===== src/rtl/spram_arb_pkg.sv =====
// Shared types and sizes for the single-port SRAM arbiter/sequencer.
// Optional round-robin arbitration is enabled with SPRAM_ARB_RR_EN (see spram_arb_2to1).
package spram_arb_pkg;

    localparam int unsigned SPRAM_ADDR_W = 6;
    localparam int unsigned SPRAM_DATA_W = 32;
    localparam int unsigned SPRAM_DEPTH  = 64;

    typedef enum logic [0:0] {
        INIT,
        RUN
    } arb_state_e;

    typedef struct packed {
        logic                    we;
        logic [SPRAM_ADDR_W-1:0] addr;
        logic [SPRAM_DATA_W-1:0] wdata;
    } arb_req_t;

endpackage


===== src/rtl/spram_arb_2to1.sv =====
// Two-way combinational grant logic. Fixed priority (requester 0 wins) by default;
// define SPRAM_ARB_RR_EN for round-robin on contention with an rr_ptr flop.
module spram_arb_2to1 (
    input  logic clk,
    input  logic rst_n,
    input  logic en,
    input  logic req0,
    input  logic req1,
    output logic gnt0,
    output logic gnt1
);

`ifdef SPRAM_ARB_RR_EN
    // rr_ptr names the preferred requester; it moves to the loser after each contended grant.
    logic rr_ptr;

    always_ff @(posedge clk) begin
        if (!rst_n) begin
            rr_ptr <= 1'b0;
        end else if (en && req0 && req1) begin
            rr_ptr <= ~rr_ptr;
        end
    end

    always_comb begin
        gnt0 = en & req0 & (~req1 | ~rr_ptr);
        gnt1 = en & req1 & (~req0 | rr_ptr);
    end
`else
    logic unused_clk_rst;
    assign unused_clk_rst = clk ^ rst_n;

    always_comb begin
        gnt0 = en & req0;
        gnt1 = en & req1 & ~req0;
    end
`endif

endmodule


===== src/rtl/spram_arb_ctrl.sv =====
// Clears a 64x32 single-port SRAM after reset, then arbitrates it between two requesters.
// Arbitration policy selected by SPRAM_ARB_RR_EN (round-robin) or fixed priority when undefined.
module spram_arb_ctrl
    import spram_arb_pkg::*;
#(
    parameter int unsigned      ADDR_W   = SPRAM_ADDR_W,
    parameter int unsigned      DATA_W   = SPRAM_DATA_W,
    parameter int unsigned      DEPTH    = SPRAM_DEPTH,
    parameter logic [DATA_W-1:0] INIT_VAL = '0
) (
    input  logic              clk,
    input  logic              rst_n,
    input  logic              req0,
    input  logic              we0,
    input  logic [ADDR_W-1:0] addr0,
    input  logic [DATA_W-1:0] wdata0,
    input  logic              req1,
    input  logic              we1,
    input  logic [ADDR_W-1:0] addr1,
    input  logic [DATA_W-1:0] wdata1,
    output logic              gnt0,
    output logic              gnt1,
    output logic              rvalid0,
    output logic              rvalid1,
    output logic [DATA_W-1:0] rdata0,
    output logic [DATA_W-1:0] rdata1,
    output logic              init_done,
    output logic              mem_ceb,
    output logic              mem_web,
    output logic [ADDR_W-1:0] mem_a,
    output logic [DATA_W-1:0] mem_d,
    input  logic [DATA_W-1:0] mem_q
);

    arb_state_e        state;
    logic [ADDR_W-1:0] init_cnt;
    logic [ADDR_W-1:0] a_hold;
    logic [DATA_W-1:0] d_hold;
    arb_req_t          req_w;
    logic              run;

    assign run = (state == RUN);

    spram_arb_2to1 u_arb (
        .clk  (clk),
        .rst_n(rst_n),
        .en   (run),
        .req0 (req0),
        .req1 (req1),
        .gnt0 (gnt0),
        .gnt1 (gnt1)
    );

    always_comb begin
        req_w.we    = gnt1 ? we1 : we0;
        req_w.addr  = gnt1 ? addr1 : addr0;
        req_w.wdata = gnt1 ? wdata1 : wdata0;
    end

    // Idle cycles keep address/data at their last values so the macro pins don't toggle.
    always_comb begin
        mem_ceb = 1'b1;
        mem_web = 1'b1;
        mem_a   = a_hold;
        mem_d   = d_hold;
        if (!run) begin
            mem_ceb = 1'b0;
            mem_web = 1'b0;
            mem_a   = init_cnt;
            mem_d   = INIT_VAL;
        end else if (gnt0 || gnt1) begin
            mem_ceb = 1'b0;
            mem_web = ~req_w.we;
            mem_a   = req_w.addr;
            mem_d   = req_w.wdata;
        end
    end

    assign rdata0 = mem_q;
    assign rdata1 = mem_q;

    always_ff @(posedge clk) begin
        if (!rst_n) begin
            state     <= INIT;
            init_cnt  <= '0;
            init_done <= 1'b0;
            rvalid0   <= 1'b0;
            rvalid1   <= 1'b0;
            a_hold    <= '0;
            d_hold    <= '0;
        end else begin
            a_hold  <= mem_a;
            d_hold  <= mem_d;
            rvalid0 <= gnt0 & ~we0;
            rvalid1 <= gnt1 & ~we1;
            case (state)
                INIT: begin
                    init_cnt <= init_cnt + 1'b1;
                    if (init_cnt == ADDR_W'(DEPTH - 1)) begin
                        state     <= RUN;
                        init_done <= 1'b1;
                    end
                end
                RUN:     state <= RUN;
                default: state <= INIT;
            endcase
        end
    end

endmodule

===== config.mk =====
export PLATFORM = sky130hd
export DESIGN_NAME = spram_arb_ctrl
export DESIGN_NICKNAME = d
export VERILOG_FILES = /design/src/rtl/spram_arb_pkg.sv /design/src/rtl/spram_arb_2to1.sv /design/src/rtl/spram_arb_ctrl.sv
export SDC_FILE = /design/constraint.sdc
export NUM_CORES = 1
export LEC_CHECK = 0
export CELL_PAD_IN_SITES_DETAIL_PLACEMENT = 0
export CELL_PAD_IN_SITES_GLOBAL_PLACEMENT = 1
export CORE_ASPECT_RATIO = 1.2
export CORE_MARGIN = 4
export CORE_UTILIZATION = 25
export CTS_CLUSTER_SIZE = 14
export DETAILED_ROUTE_END_ITERATION = 16
export GPL_ROUTABILITY_DRIVEN = 0
export PLACE_DENSITY = 0.8
export SLEW_MARGIN = 30
export SYNTH_ARGS = -nofsm -noshare
export SYNTH_HDL_FRONTEND = slang
export SYNTH_SLANG_ARGS = --single-unit

===== constraint.sdc =====
create_clock -name clk -period 1.75 [get_ports clk]
set_input_delay 0.35 -clock clk [delete_from_list [all_inputs] [get_ports clk]]
set_output_delay 0.35 -clock clk [all_outputs]
set_load 0.005 [all_outputs]

==> metrics.yaml <==
run:
  cap_violations: 0
setup_path:
  cp_slowest_stage_delay_ns: 0.31
  worstSetupStartpointType: "input port"
  critPathSlowestCell: "mux2_4"
  crit_path_end_kind: "primary output"
  reg2reg_slack_ns: 0.14
  reg2reg_depth: 11
  crit_arrival_ns: 1.44
  r2r-end: "d_hold[13]"
  worst-path-max-fanout: 8
  worstPathRequired_ns: 1.40
  path_cells: "buf_16 > buf_4 > mux2_4 > mux2i_1 > nor2b_1 > buf_2"
  path_class: "in -> out"
  rr_startpoint: "d_hold[13]"
synthesis:
  synth_nets: 441
  yosysTopAreaCellShare_pct: 29.4
  synth_compound_area_share_pct: 3.82
  synthSimpleGateAreaFrac_pct: 17.9
  syn-cell-area_sq_um: 3270
  yosys.area_share.adder_pct: 0.382
  yosysTopAreaCell: "dfxtp_1"
  ys_warn_count: 0
  syn_inst: 326
  synth_seq_cells: 48
  synth.avg_cell_area_sq_um: 10.0
  yosysSeqAreaShare_pct: 29.4
  synthMuxAreaShare_pct: 28.0
  synthXorXnorAreaFrac_pct: 0.535
  synth.area.top_cells: "dfxtp_1 (29%), buf_4 (15%), mux2_4 (14%)"
  ys_types: 33
  synth_top_family_by_area: "multiplexers"
detailed_routing:
  wl_mm: 10.4
  drtIter0Drc: 110
  drt_first_pass_iters: 4
  drcViolationCount: 0
  viasPerCell: 4.22
  wire_per_inst_um: 15.4
  num_vias: 2860
  ant_nets: 0
clocking:
  cts_tree: "done"
  cts_made_buffers: 5
  clock_latency_ns: 0.28
  htreeDepth: 2
  clk_transition_reported_paths_ns: 0.06
  cts_sinks: 48
  root_buffer: "clkbuf_16"
  clock_path_buffers: 2
timing:
  skew_ns: 0.00284
  drv_slew: 0
  rsz0062_at_grt: "true"
  period_needed_ns: 1.79
  setup_viol: 9
  fin_hold_ws_ns: 0.474
  hold_violations: 0
  fin_tns_setup_ns: -0.108
  fin_ws_ns: -0.0397
  tightestPinTransition_ns: 0.213
  post-route-period-util_pct: 102
  max_freq_ghz: 0.559
  maxSlewHeadroom_pct: 85.4
worst_hold_path:
  hp-class: "reg -> reg"
  min_to: "init_done"
  hold_depth: 1
  hold_start: "init_done"
floorplanning:
  rows: 45
  fp.dieArea_sq_um: 15000
  num_io_pins: 223
  start_util_pct: 25.7
  die_x_um: 112
  die_h_um: 133
  core_area_sq_um: 12700
run_status:
  violations: "negative setup slack"
  status: "finished with violations"
placement:
  placed_cells: 578
  dp_hpwl_mm: 6.60
  dp_slack_ns: -0.371
  portBuffers: 126
  placed_cell_area_sq_um: 4490
global_route:
  grt.total_usage_pct: 13.5
  grt_pass1_vias: 3125
  grt_max_degree: 27
  grt_remaining_overflow: 0
  grt_pass1_wl_mm: 16.3
  antenna_found_initial: 0
power_and_ir_drop:
  power.net_switching_uw: 701
  seq_power_share_pct: 36.7
  vdd_drop_max_mv: 0.402
  combPwrFrac_pct: 30.0
  p_leak_nw: 2.56
  total_power_mw: 3.03
  p_clk_share_pct: 33.3
  power_density_nw_per_um2: 542
  switching_share_pct: 23.1
  p_int_mw: 2.33
cells_and_area:
  syn_to_final_growth_pct: 70.7
  multi_input_area_sq_um: 1930
  fin_util_pct: 43.9
  antennaDiodeCount: 0
  fin_area_sq_um: 5580
  fillerInstances: 1215
  nNetsFinal: 628
  drive_above_1_share_pct: 50.3
  instances_no_fill: 677
  regArea_sq_um: 965
-- cell usage after synthesis (all sizes together) --
cell    number
o21a         2
nor2b       34
mux2        32
nor4b        1
o211a        1
nand2        5
xnor2        2
ha           1
nor3b        1
dfxtp       48
and3         1
buf         79
o211ai       6
clkbuf       5
a21boi       2
o21ai        2
nand2b       8
nand4        1
and2         9
mux2i       39
nor2        36
nand3        6
nand4b       1
inv          2
or3          2
-- power by group through the flow --
stage	clock network [mW]	registers, mW	logic (mW)
3_3_place_gp	0	1.14	0.544
6_report	1.01	1.11	0.909
4_1_cts	1.06	1.11	0.847
5_1_grt	1.08	1.11	0.963
3_5_place_dp	0	1.14	0.552
2_1_floorplan	0	1.13	0.363
-- kinds of logic after synthesis --
group                    after synthesis
AO/OA/AOI/OAI                         13
XOR/XNOR                               2
adder cells (fa/ha/maj)                1
buffers and inverters                 86
flip-flops                            48
multiplexers                          71
AND/OR/NAND/NOR                      105
-- critical path, delay by kind of cell --
family                 cells  cell delay (ns)
AND/OR/NAND/NOR            1             0.09
multiplexers               2             0.50
buffers and inverters      3             0.48
-- cell type report --
| type | instances | share of cell area (%) |
|---|---|---|
| inverter | 2 | 0.134 |
| sequential | 48 | 17.3 |
| multi-input combinational | 192 | 34.5 |
| tap | 164 | 3.67 |
| clock buffer | 7 | 2.73 |
| timing repair buffer | 264 | 41.7 |
-- placed cells by master, fill, tap and decap left out, types with 3 or more instances in the layout --
| cell | instances |
|---|---|
| clkbuf_2 | 4 |
| buf_16 | 3 |
| nor2_1 | 35 |
| clkdlybuf4s50_1 | 70 |
| nand3_1 | 6 |
| dfxtp_1 | 47 |
| clkbuf_16 | 5 |
| mux2i_4 | 21 |
| mux2_4 | 32 |
| buf_12 | 6 |
| nand2_1 | 4 |
| mux2i_1 | 7 |
| dlygate4sd2_1 | 12 |
| nor2b_1 | 34 |
| buf_4 | 114 |
| dlymetal6s2s_1 | 5 |
| buf_2 | 32 |
| o211ai_2 | 5 |
| buf_6 | 15 |
| nand2b_1 | 7 |
| mux2i_2 | 11 |
| and2_1 | 9 |
-- flip-flops by register name (all words and copies together) (netlist names) --
signal	flops
a_hold	6
d_hold	32
init_cnt	6
init_done	1
run	1
rvalid0	1
rvalid1	1
-- worst max-delay path by stage --
stage | startpoint | end | slack, ns | cells after the start
floorplan | req1 | mem_d[10] | 0.27 | 5
global placement | req1 | mem_d[10] | -0.37 | 6
detailed placement | req1 | mem_d[10] | -0.37 | 6
CTS | req1 | mem_d[10] | -0.1 | 7
global route | req1 | mem_d[21] | -0.11 | 6
finish | req1 | mem_d[21] | -0.04 | 6
-- what timing repair did --
action | in CTS | in global routing
pin swaps | 2 | 1
endpoints found under the setup margin | 42 | 39
hold buffers | 0 | 0
gates resized for setup | 189 | 42
cloned | 4 | 0
buffers inserted | 88 | 4
-- layer usage --
layer  routed length (um)  track usage (%)  part of all wire (%)
met1                 3810             14.2                    37
met4                  270             4.68                   2.6
met3                  596             2.86                   5.7
met2                 5760             26.2                    55
met5                    0                0                     0
No activity file was read; power rests on OpenSTA's default activity.
